$ cat src/rtl/survival_timer_ctrl.sv
`default_nettype none
// ============================================================================
// survival_timer_ctrl : BCD survival countdown and lives/hit-cooldown tracker
// Revision: 1.0
// ============================================================================
module survival_timer_ctrl #(
   parameter int SURVIVAL_SECONDS    = 60,
   parameter int LIVES               = 3,
   parameter int HIT_COOLDOWN_FRAMES = 30
) (
   input  logic       clk,
   input  logic       resetN,
   input  logic       startGame,
   input  logic       oneSecPulse,
   input  logic       startOfFrame,
   input  logic       collision,
   output logic       tc,
   output logic       gameOver,
   output logic [3:0] timeTens,
   output logic [3:0] timeOnes,
   output logic [2:0] livesLeft,
   output logic       invulnerable
);

   localparam logic [3:0] C_TENS  = 4'(SURVIVAL_SECONDS / 10);
   localparam logic [3:0] C_ONES  = 4'(SURVIVAL_SECONDS % 10);
   localparam logic [2:0] C_LIVES = 3'(LIVES);
   localparam logic [7:0] C_COOL  = 8'(HIT_COOLDOWN_FRAMES);

   typedef enum logic [1:0] {
      s_idle = 2'd0,
      s_run  = 2'd1,
      s_done = 2'd2
   } state_t;

   state_t     state_q, state_d;
   logic [3:0] tens_q, tens_d;
   logic [3:0] ones_q, ones_d;
   logic [2:0] lives_q, lives_d;
   logic [7:0] cool_q, cool_d;
   logic       tc_q, tc_d;
   logic       go_q, go_d;
   logic       inv_q, inv_d;
   logic       coll_q;

   logic       w_run;
   logic       w_hit;
   logic       w_fatal;
   logic       w_expire;

   assign w_run    = (state_q == s_run);
   assign w_hit    = w_run && collision && !coll_q && (cool_q == 8'd0);
   assign w_fatal  = w_hit && (lives_q <= 3'd1);
   assign w_expire = w_run && oneSecPulse && (tens_q == 4'd0) && (ones_q == 4'd0);

   always_comb begin
      state_d = state_q;
      tens_d  = tens_q;
      ones_d  = ones_q;
      lives_d = lives_q;
      cool_d  = cool_q;
      tc_d    = tc_q;
      go_d    = go_q;

      case (state_q)
         s_idle: begin
            if (startGame) begin
               state_d = s_run;
            end
         end
         s_run: begin
            if (oneSecPulse && !w_expire) begin
               if (ones_q == 4'd0) begin
                  ones_d = 4'd9;
                  tens_d = tens_q - 4'd1;
               end else begin
                  ones_d = ones_q - 4'd1;
               end
            end
            if (startOfFrame && (cool_q != 8'd0)) begin
               cool_d = cool_q - 8'd1;
            end
            // A hit's cooldown load overrides the frame decrement above.
            if (w_hit) begin
               if (w_fatal) begin
                  lives_d = 3'd0;
                  go_d    = 1'b1;
                  state_d = s_done;
               end else begin
                  lives_d = lives_q - 3'd1;
                  cool_d  = C_COOL;
               end
            end
            if (w_expire && !w_fatal) begin
               tc_d    = 1'b1;
               state_d = s_done;
            end
         end
         s_done: begin
            state_d = s_done;
         end
         default: begin
            state_d = s_idle;
         end
      endcase

      inv_d = (cool_d != 8'd0);
   end

   always_ff @(posedge clk or negedge resetN) begin
      if (!resetN) begin
         state_q <= s_idle;
         tens_q  <= C_TENS;
         ones_q  <= C_ONES;
         lives_q <= C_LIVES;
         cool_q  <= 8'd0;
         tc_q    <= 1'b0;
         go_q    <= 1'b0;
         inv_q   <= 1'b0;
         coll_q  <= 1'b0;
      end else begin
         state_q <= state_d;
         tens_q  <= tens_d;
         ones_q  <= ones_d;
         lives_q <= lives_d;
         cool_q  <= cool_d;
         tc_q    <= tc_d;
         go_q    <= go_d;
         inv_q   <= inv_d;
         coll_q  <= collision;
      end
   end

   assign tc           = tc_q;
   assign gameOver     = go_q;
   assign timeTens     = tens_q;
   assign timeOnes     = ones_q;
   assign livesLeft    = lives_q;
   assign invulnerable = inv_q;

endmodule
`default_nettype wire

$ cat config.mk
export PLATFORM = sky130hd
export DESIGN_NAME = survival_timer_ctrl
export DESIGN_NICKNAME = d
export VERILOG_FILES = /design/src/rtl/survival_timer_ctrl.sv
export SDC_FILE = /design/constraint.sdc
export NUM_CORES = 1
export LEC_CHECK = 0
export BUFFER_PORTS_ARGS = -buffer_cell sky130_fd_sc_hd__buf_4
export CORE_ASPECT_RATIO = 1.2
export CORE_UTILIZATION = 63
export CTS_BUF_LIST = sky130_fd_sc_hd__clkbuf_4
export DETAILED_ROUTE_END_ITERATION = 12
export PLACE_DENSITY = 0.86
export SKIP_LAST_GASP = 1
export SLEW_MARGIN = 30
export SYNTH_ARGS = -nofsm -noshare
export SYNTH_HDL_FRONTEND = slang
export SYNTH_SLANG_ARGS = --single-unit
$ cat constraint.sdc
create_clock -name clk -period 3.84 [get_ports clk]
set_input_delay 0.192 -clock clk [delete_from_list [all_inputs] [get_ports clk]]
set_output_delay 0.192 -clock clk [all_outputs]
set_load 0.01 [all_outputs]
==> results of run 1 <==
==> layout make-up <==
| cell class | instances | area (um2) | area share, % |
|---|---|---|---|
| inverters | 13 | 48.80 | 2.986 |
| flip-flops and latches | 25 | 630.6 | 38.59 |
| clock buffers | 4 | 30.03 | 1.838 |
| repair buffers | 21 | 162.7 | 9.954 |
| well taps | 30 | 37.54 | 2.297 |
| multi-input cells | 96 | 724.4 | 44.33 |
==> critical path: cells and delay by family (launching register included) <==
kind,cells,cell delay (ns)
flip-flops,1,0.44
AO/OA/AOI/OAI,1,0.15
AND/OR/NAND/NOR,2,1.01
adder cells (fa/ha/maj),1,0.21
buffers and inverters,1,0.11
multiplexers,1,0.29
==> power by group <==
part | total [mW] | internal (mW) | leakage [nW] | switching, mW
registers | 0.414 | 0.333 | 0.307 | 0.0810
clock network | 0.124 | 0.0477 | 0.0184 | 0.0763
logic | 0.384 | 0.185 | 0.446 | 0.199
total | 0.922 | 0.566 | 0.772 | 0.357
==> registers in the layout (all words and copies together), names as in the netlist <==
signal and flops:
cool_q 8, timeOnes 4, timeTens 4, livesLeft 3, state_q 2, coll_q 1
gameOver 1, invulnerable 1, tc 1
==> how the worst min path moves through the flow <==
stage / start / end / slack [ns] / cells past startpoint
4_1_cts: startGame / state_q[0]$_DFFE_PN0P_ / 0.14 / 3
3_3_place_gp: resetN / invulnerable$_DFF_PN0_ / 0.10 / 1
3_5_place_dp: resetN / cool_q[5]$_DFF_PN0_ / 0.11 / 1
6_report: startGame / state_q[0]$_DFFE_PN0P_ / 0.15 / 3
2_1_floorplan: resetN / coll_q$_DFF_PN0_ / -0.10 / 0
5_1_grt: startGame / state_q[0]$_DFFE_PN0P_ / 0.16 / 3
==> repair_timing <==
action                                  in CTS  in global routing
hold endpoints to repair                    22                  0
gates resized for setup                      0                  0
hold buffers                                 2                  0
endpoints found under the setup margin       0                  0
==> per-layer routing <==
metal	GRT usage, %	routed length, um	up-vias
met5	0	0	-
met3	2.685	83	12
met4	13.64	81	0
met2	51.19	1542	26
li1	-	-	525
met1	30.13	1130	521
==> logic make-up after synthesis <==
family          after synthesis  share of synthesized area (%)
compound gates               21                          10.52
xor+xnor                      6                          3.681
fa+ha+maj                     8                          7.012
buf+inv                      16                          5.083
flops                        25                          44.17
mux                           6                          4.557
simple gates                 55                          24.98
==> per-stage QoR <==
stage | total power, mW | setup WS, ns | instance area, um2 | utilization [%] | cells
final | 0.9223 | 1.535 | 1634 | 78.02 | 189
after global routing | 0.9912 | 1.333 | 1634 | 78.02 | 189
after CTS | 0.9256 | 1.556 | 1634 | 78.02 | 189
after detailed placement | 0.7987 | 1.583 | 1584 | 75.63 | 183
after global placement | 0.7696 | 1.687 | 1584 | 75.63 | 183
after floorplan | 0.6853 | 1.921 | 1428 | - | 137
==> cells in the final DEF (no fill, tap or decap), types with 3 or more instances in the layout <==
master    count
dfstp_2       4
xnor2_1       4
mux2_2        4
o21ai_0       4
clkbuf_4      4
nor3_1        4
a211oi_1      6
a21o_1        3
dfrtp_1      21
nor2b_1       3
nand2_1      14
buf_4        19
inv_1        13
nor2_1       10
nor4b_1       3
ha_1          8
==> flow_summary_export.csv, run 1 <==
group,metric,value,unit
floorplan,die_w,45.46,um
cts,cts_buffer_depth,2,
power,p_leak,0.7718,nW
floorplan,io_pins,20,
synth,ys_seq_area_share,44.17,%
floorplan,fp.dieArea,2461,um2
floorplan,num_rows,18,
synth,syn_nets,151,
grt,antenna_found_initial,0,
synth,ys.warnings.count,0,
setup_path,crit_arrival,2.52,ns
timing,fin_worst_skew,0.002159,ns
cts,root_buffer,"clkbuf_4",
placement,gp_congestion,0.8986,
cts,cts_made_buffers,3,
synth,ys_top_cells_by_count,"dfrtp_1 (21), nand2_1 (14), inv_1 (13)",
setup_path,reg2reg_setup_slack,1.53,ns
setup_path,path_class,"flop to flop",
run,maxCapViolCount,0,
timing,setup_viol,0,
setup_path,crit_end,"state_q[1]$_DFFE_PN0P_",
timing,hold_viol,0,
cts,cts_sinks,25,
timing,rsz0062_at_grt,"no",
synth,synthTopCellsByArea,"dfrtp_1 (37%), dfstp_2 (7.4%), ha_1 (7.0%)",
routing,routedWlPerCell,15.02,um
finish,layout.nets,174,
power,powerDensity,564.4,nW/um2
timing,period_minus_slack,2.305,ns
power,ir_worst_vdd,0.4261,mV
synth,syn_area,1428,um2
grt,track_usage,27.46,%
synth,synth-edff-count,0,
setup_path,endpoint_kind,"flop",
finish,fill_cells,146,
synth,async_reset_ff_share,100.0,%
synth,syn_avg_cell_area,10.42,um2
synth,synthDistinctLibCells,41,
placement,io_buffer_count,19,
setup_path,crit_path_start_kind,"flop",
timing,fmax,433.8,MHz
synth,ys_seq_elements,25,
synth,synthCells,137,
cts,tritoncts,"done",
grt,grt_max_degree,26,
finish,drive_above_1_share,23.90,%
timing,whs,0.1484,ns
synth,synth.most_common_cell,"dfrtp_1",
finish,syn2layout_area_growth,14.46,%
timing,tightest_slew,0.6969,ns
floorplan,core_area,2095,um2
setup_path,worst_ep_required_time,4.06,ns
setup_path,cp_cell_sequence,"inv_1, ha_1, nor3b_1, and3_1, a211oi_1, mux2_2",
grt,grt.overflow.total,0,
synth,ys.flop_type,"dfrtp_1",
outcome,status,"completed",
setup_path,critPathSlowestCell,"nor3b_1",
setup_path,cp_max_fo,10,
routing,drt_iter0_markers,12,
timing,slew_headroom,53.11,%
floorplan,floorplan.initialDensity,68.16,%
routing,num_vias,1084,
setup_path,crit_start,"cool_q[0]$_DFF_PN0_",
routing,detail_route.vias_per_cell,5.735,
cts,path_clk_slew,0.13,ns
setup_path,slowest_delay,0.55,ns
placement,dp_hpwl,2.217,mm
timing,slew_violations,0,
grt,grt_pass1_vias,1069,
synth,synth_top_area_share,36.81,%
floorplan,die_y,54.15,um
setup_path,rr_startpoint,"cool_q[0]$_DFF_PN0_",
setup_path,worstReg2RegEnd,"state_q[1]$_DFFE_PN0P_",
routing,route.detailed.drc,0,
routing,ant_nets,0,
cts,clock_latency,0.32,ns
routing,wl,2.838,mm
cts,cts_setup_buffers,0,
synth,synth_area_leader_cell,"dfrtp_1",
finish,insertedDiodeCount,0,
grt,grt_first_pass_wirelength,4.747,mm
hold_path,hold_class,"input pin to flop",
timing,fin_crit_sh,60.03,%
timing,setup_tns,0,ns
cts,htreeDepth,1,
routing,first_pass_iters,4,
setup_path,rr_worst_depth,6,
(Power assumes the default switching activity.)
==> inputs of run 2 (changes only) <==
--- a/config.mk
+++ b/config.mk
@@ -7,10 +7,10 @@
 export LEC_CHECK = 0
 export BUFFER_PORTS_ARGS = -buffer_cell sky130_fd_sc_hd__buf_4
 export CORE_ASPECT_RATIO = 1.2
-export CORE_UTILIZATION = 63
+export CORE_UTILIZATION = 53
 export CTS_BUF_LIST = sky130_fd_sc_hd__clkbuf_4
 export DETAILED_ROUTE_END_ITERATION = 12
-export PLACE_DENSITY = 0.86
+export PLACE_DENSITY = 0.78
 export SKIP_LAST_GASP = 1
 export SLEW_MARGIN = 30
 export SYNTH_ARGS = -nofsm -noshare
==> constraint.sdc (replaced) <==
create_clock -name clk -period 2 [get_ports clk]
set_input_delay 0.1 -clock clk [delete_from_list [all_inputs] [get_ports clk]]
set_output_delay 0.1 -clock clk [all_outputs]
set_load 0.01 [all_outputs]
==> flow_summary_export.csv, run 2 (synthesized netlist as in run 1, its figures left out) <==
group,metric,value,unit
power,p_seq_share,42.7,%
floorplan,num_rows,20,
timing,tightest_slew,0.3645,ns
power,p_sw_share,38.91,%
hold_path,hold_class,"input pin to flop",
grt,antenna_found_initial,0,
timing,hold_viol,0,
power,intPower,1.143,mW
routing,num_vias,1124,
timing,period_minus_slack,1.906,ns
grt,grt.busiest_layer,"met2",
setup_path,endpoint_kind,"flop",
grt,grtUsageMet3,3.359,%
setup_path,reg2reg_setup_slack,0.09,ns
finish,final_cells,203,
finish,drive_above_1_share,32.35,%
timing,setup_slack,0.09391,ns
cts,clock_latency,0.32,ns
finish,layout.nets,185,
floorplan,fp.dieArea,2906,um2
power,combinationalPowerShare,45.1,%
setup_path,worst_ep_required_time,2.26,ns
cts,cts_buffer_depth,2,
routing,detail_route.vias_per_cell,5.537,
grt,grt_pass1_vias,1068,
finish,regMostFlops,"cool_q",
routing,first_pass_iters,4,
floorplan,floorplan.initialDensity,55.93,%
timing,fmax,524.6,MHz
finish,largest_reg_flops,8,
setup_path,cp_max_fo,6,
power,ir_worst_vdd,0.8087,mV
placement,io_buffer_count,19,
finish,final_common_cell,"buf_4",
power,powerDensity,1071,nW/um2
power,power,1.871,mW
power,p_switching,728.2,uW
setup_path,path_class,"flop to flop",
setup_path,crit_arrival,2.17,ns
routing,route.detailed.drc,0,
floorplan,core_area,2552,um2
run,maxCapViolCount,0,
floorplan,die_y,58.86,um
setup_path,cp_cell_sequence,"inv_1, ha_1, or3b_1, or4b_4, nor4_4, xor2_1",
grt,track_usage,22.96,%
finish,fill_cells,210,
timing,setup_tns,0,ns
timing,fin_worst_skew,0.01067,ns
timing,fin_crit_sh,95.30,%
outcome,status,"completed",
power,p_leak,0.8331,nW
timing,setup_viol,0,
grt,use_met1,28.50,%
placement,dp_hpwl,2.228,mm
routing,wl,3.007,mm
cts,path_clk_slew,0.14,ns
routing,ant_nets,0,
routing,drt_iter0_markers,26,
timing,slew_headroom,75.07,%
cts,tritoncts,"done",
grt,grt_max_degree,26,
cts,root_buffer,"clkbuf_4",
cts,cts_made_buffers,3,
grt,grt.overflow.total,0,
cts,htreeDepth,1,
power,pwr-share-clk,12.2,%
finish,insertedDiodeCount,0,
finish,layout_common_cells,"buf_4 (30), dfrtp_1 (21), nand2_1 (14)",
grt,gr-usage-met2,39.92,%
setup_path,crit_path_start_kind,"flop",
setup_path,critPathSlowestCell,"dfstp_2",
placement,gp_congestion,0.8870,
placement,pre_cts_ws,0.02164,ns
routing,routedWlPerCell,14.81,um
cts,cts_sinks,25,
timing,slew_violations,0,
finish,syn2layout_area_growth,22.35,%
floorplan,die_w,49.38,um
timing,rsz0062_at_grt,"no",
grt,grt_first_pass_wirelength,4.961,mm
setup_path,slowest_delay,0.56,ns
floorplan,io_pins,20,
placement,dpl.cell_count,196,
-- run 2: worst paths after layout --
| kind | startpoint | end | cells past startpoint |
|---|---|---|---|
| min in group asynchronous | resetN | cool_q[1]$_DFF_PN0_ | 2 |
| worst max-delay path | timeTens[1]$_DFFE_PN1P_ | timeTens[3]$_DFFE_PN0P_ | 6 |
| worst max register to register | timeTens[1]$_DFFE_PN1P_ | timeTens[3]$_DFFE_PN0P_ | 6 |
| max in group asynchronous | resetN | livesLeft[1]$_DFFE_PN1P_ | 2 |
| worst min register to register | tc$_DFFE_PN0P_ | tc$_DFFE_PN0P_ | 1 |
| worst min-delay path | startGame | state_q[0]$_DFFE_PN0P_ | 3 |
-- run 2: area by class of cell --
class                   instances  area, um2  area share, %
clock buffers                   3      22.52          1.289
clock inverters                 1      5.005         0.2865
inverters                      13      48.80          2.794
multi-input cells              96      753.2          43.12
flip-flops and latches         25      630.6          36.10
well taps                      33      41.29          2.364
repair buffers                 32      245.2          14.04
-- run 2: worst max-delay path: cells and delay by family, from the launching register on --
kind | cells | cell delay (ns)
simple gates | 3 | 0.90
flops | 1 | 0.56
xor+xnor | 1 | 0.16
buf+inv | 1 | 0.06
fa+ha+maj | 1 | 0.17
-- run 2: power by group through the flow --
| stage | registers [mW] | logic [mW] | clock network, mW |
|---|---|---|---|
| 6_report | 0.800 | 0.844 | 0.228 |
| 5_1_grt | 0.821 | 0.933 | 0.249 |
| 4_1_cts | 0.795 | 0.791 | 0.236 |
| 3_5_place_dp | 0.804 | 0.783 | 0 |
| 3_3_place_gp | 0.792 | 0.759 | 0 |
| 2_1_floorplan | 0.788 | 0.528 | 0 |
-- run 2: timing repair --
action | CTS | global route
resized for setup | 1 | 6
endpoints found under the hold margin | 26 | 0
endpoints found under the setup margin | 2 | 9
buffers inserted | 0 | 1
hold buffers | 2 | 0
-- run 2: per-layer routing --
layer | wire length [um] | vias to the layer above
li1 | - | 554
met1 | 1312 | 532
met2 | 1551 | 30
met3 | 93 | 8
met4 | 49 | 0
met5 | 0 | -
-- run 2: metrics by stage --
step	utilization, %	area (um2)	hold slack [ns]
final	68.43	1747	0.05747
after global routing	68.43	1747	0.09223
after CTS	67.16	1714	0.05422
after detailed placement	65.15	1663	0.01995
after global placement	65.15	1663	0.02017
after floorplan	-	1428	-0.1956
==> inputs of run 3 (changes only) <==
--- a/config.mk
+++ b/config.mk
@@ -11,6 +11,7 @@
 export CTS_BUF_LIST = sky130_fd_sc_hd__clkbuf_4
 export DETAILED_ROUTE_END_ITERATION = 12
 export PLACE_DENSITY = 0.78
+export RECOVER_POWER = 100
 export SKIP_LAST_GASP = 1
 export SLEW_MARGIN = 30
 export SYNTH_ARGS = -nofsm -noshare
==> flow_summary_export.csv, run 3 (synthesized netlist as in run 1, its figures left out) <==
group,metric,value,unit
timing,setup_viol,0,
cts,clock_latency,0.32,ns
timing,fmax,524.9,MHz
floorplan,floorplan.initialDensity,55.93,%
routing,routedWlPerCell,14.65,um
setup_path,rr_worst_depth,6,
outcome,status,"completed",
routing,detail_route.vias_per_cell,5.557,
routing,wl,2.974,mm
grt,grt_pass1_vias,1068,
timing,rsz0062_at_grt,"no",
setup_path,reg2reg_setup_slack,0.09,ns
routing,drt_iter0_markers,32,
power,p_switching,717.2,uW
routing,num_vias,1128,
placement,gp_congestion,0.8870,
hold_path,worstHoldStart,"startGame",
cts,cts_made_buffers,3,
routing,ant_nets,0,
hold_path,worstHoldPathCells,3,
cts,htreeDepth,1,
hold_path,hold_class,"input pin to flop",
floorplan,num_rows,20,
timing,slew_headroom,10.86,%
routing,first_pass_iters,4,
power,pwr-share-clk,12.5,%
power,powerDensity,1080,nW/um2
setup_path,crit_path_start_kind,"flop",
finish,largest_reg_flops,8,
power,power,1.823,mW
timing,fin_worst_skew,0.01030,ns
setup_path,critPathSlowestCell,"dfstp_1",
timing,tightest_slew,1.337,ns
finish,layout.nets,185,
power,p_sw_share,39.34,%
cts,root_buffer,"clkbuf_4",
placement,io_buffer_count,19,
finish,syn2layout_area_growth,18.23,%
placement,dpl.cell_count,196,
floorplan,fp.dieArea,2906,um2
grt,track_usage,22.96,%
timing,slew_violations,0,
setup_path,crit_buf_inv,1,
finish,insertedDiodeCount,0,
timing,period_minus_slack,1.905,ns
timing,whs,0.05838,ns
floorplan,core_area,2552,um2
grt,grt_max_degree,26,
finish,drive_above_1_share,21.18,%
power,intPower,1.106,mW
setup_path,cp_max_fo,4,
setup_path,rr_startpoint,"livesLeft[1]$_DFFE_PN1P_",
finish,final_cells,203,
timing,setup_tns,0,ns
routing,route.detailed.drc,0,
setup_path,path_delay_family,"flip-flops",
power,combinationalPowerShare,44.1,%
cts,tritoncts,"done",
grt,grt.overflow.total,0,
setup_path,endpoint_kind,"flop",
power,p_leak,0.7814,nW
setup_path,slowest_delay,0.59,ns
setup_path,worstReg2RegEnd,"state_q[1]$_DFFE_PN0P_",
setup_path,worst_ep_required_time,2.23,ns
grt,antenna_found_initial,0,
floorplan,io_pins,20,
grt,grt_first_pass_wirelength,4.961,mm
power,p_seq_share,43.5,%
finish,fill_cells,216,
setup_path,crit_arrival,2.13,ns
cts,cts_buffer_depth,2,
cts,path_clk_slew,0.14,ns
floorplan,die_w,49.38,um
finish,layout_common_cells,"dfrtp_1 (21), buf_4 (16), nand2_1 (14), clkbuf_1 (14), inv_1 (13)",
timing,fin_crit_sh,95.25,%
setup_path,cp_cell_sequence,"inv_1, ha_1, o21ba_1, nor3_1, a211oi_1, mux2_2",
timing,hold_viol,0,
finish,regMostFlops,"cool_q",
setup_path,path_class,"flop to flop",
placement,dp_hpwl,2.228,mm
floorplan,die_y,58.86,um
finish,final_common_cell,"dfrtp_1",
run,maxCapViolCount,0,
hold_path,min_to,"state_q[0]$_DFFE_PN0P_",
cts,cts_sinks,25,
power,ir_worst_vdd,0.8056,mV
-- run 3: worst max-delay path by stage --
| stage | start | endpoint | depth (start not counted) |
|---|---|---|---|
| floorplan | timeTens[1]$_DFFE_PN1P_ | timeTens[3]$_DFFE_PN0P_ | 7 |
| global placement | state_q[1]$_DFFE_PN0P_ | state_q[1]$_DFFE_PN0P_ | 7 |
| detailed placement | timeTens[1]$_DFFE_PN1P_ | timeTens[2]$_DFFE_PN1P_ | 6 |
| CTS | state_q[1]$_DFFE_PN0P_ | state_q[1]$_DFFE_PN0P_ | 7 |
| global route | timeTens[1]$_DFFE_PN1P_ | timeTens[3]$_DFFE_PN0P_ | 6 |
| finish | livesLeft[1]$_DFFE_PN1P_ | state_q[1]$_DFFE_PN0P_ | 6 |
-- run 3: layout make-up --
class / instances / area (um2) / share of cell area, %
tap: 33 / 41.29 / 2.446
inverter: 13 / 48.80 / 2.891
timing repair buffer: 32 / 192.7 / 11.42
multi-input combinational: 96 / 747.0 / 44.25
clock buffer: 3 / 22.52 / 1.334
clock inverter: 1 / 5.005 / 0.2965
sequential: 25 / 630.6 / 37.36
-- run 3: layer usage --
layer / GRT usage [%] / up-vias / part of all wire, %
met5: 0 / - / 0
met4: 10.20 / 0 / 1.6
met3: 3.359 / 6 / 3.3
met2: 39.92 / 31 / 53
met1: 28.50 / 537 / 42
li1: - / 554 / -
-- run 3: power groups by stage --
stage	Clock, mW	Sequential, mW	Combinational, mW
final	0.227	0.793	0.803
after global routing	0.249	0.815	0.896
after CTS	0.236	0.795	0.791
after detailed placement	0	0.804	0.783
after global placement	0	0.792	0.759
after floorplan	0	0.788	0.528
-- run 3: stage by stage --
stage	setup WS, ns	utilization, %	area (um2)
6_report	0.09494	66.13	1688
5_1_grt	0.005322	66.13	1688
4_1_cts	0.02718	67.16	1714
3_5_place_dp	0.02164	65.15	1663
3_3_place_gp	0.06107	65.15	1663
2_1_floorplan	0.08069	-	1428
-- run 3: timing repair --
action | 4_1_cts | 5_1_grt
hold buffers | 2 | 0
endpoints found under the setup margin | 2 | 9
resized for setup | 1 | 6
setup buffers | 0 | 1
pin swaps | 0 | 0
hold endpoints to repair | 26 | 0
-- run 3: tightest hold or removal path, delay by kind of cell --
kind            cells  cell delay (ns)
simple gates        1             0.09
buf+inv             1             0.11
compound gates      1             0.06
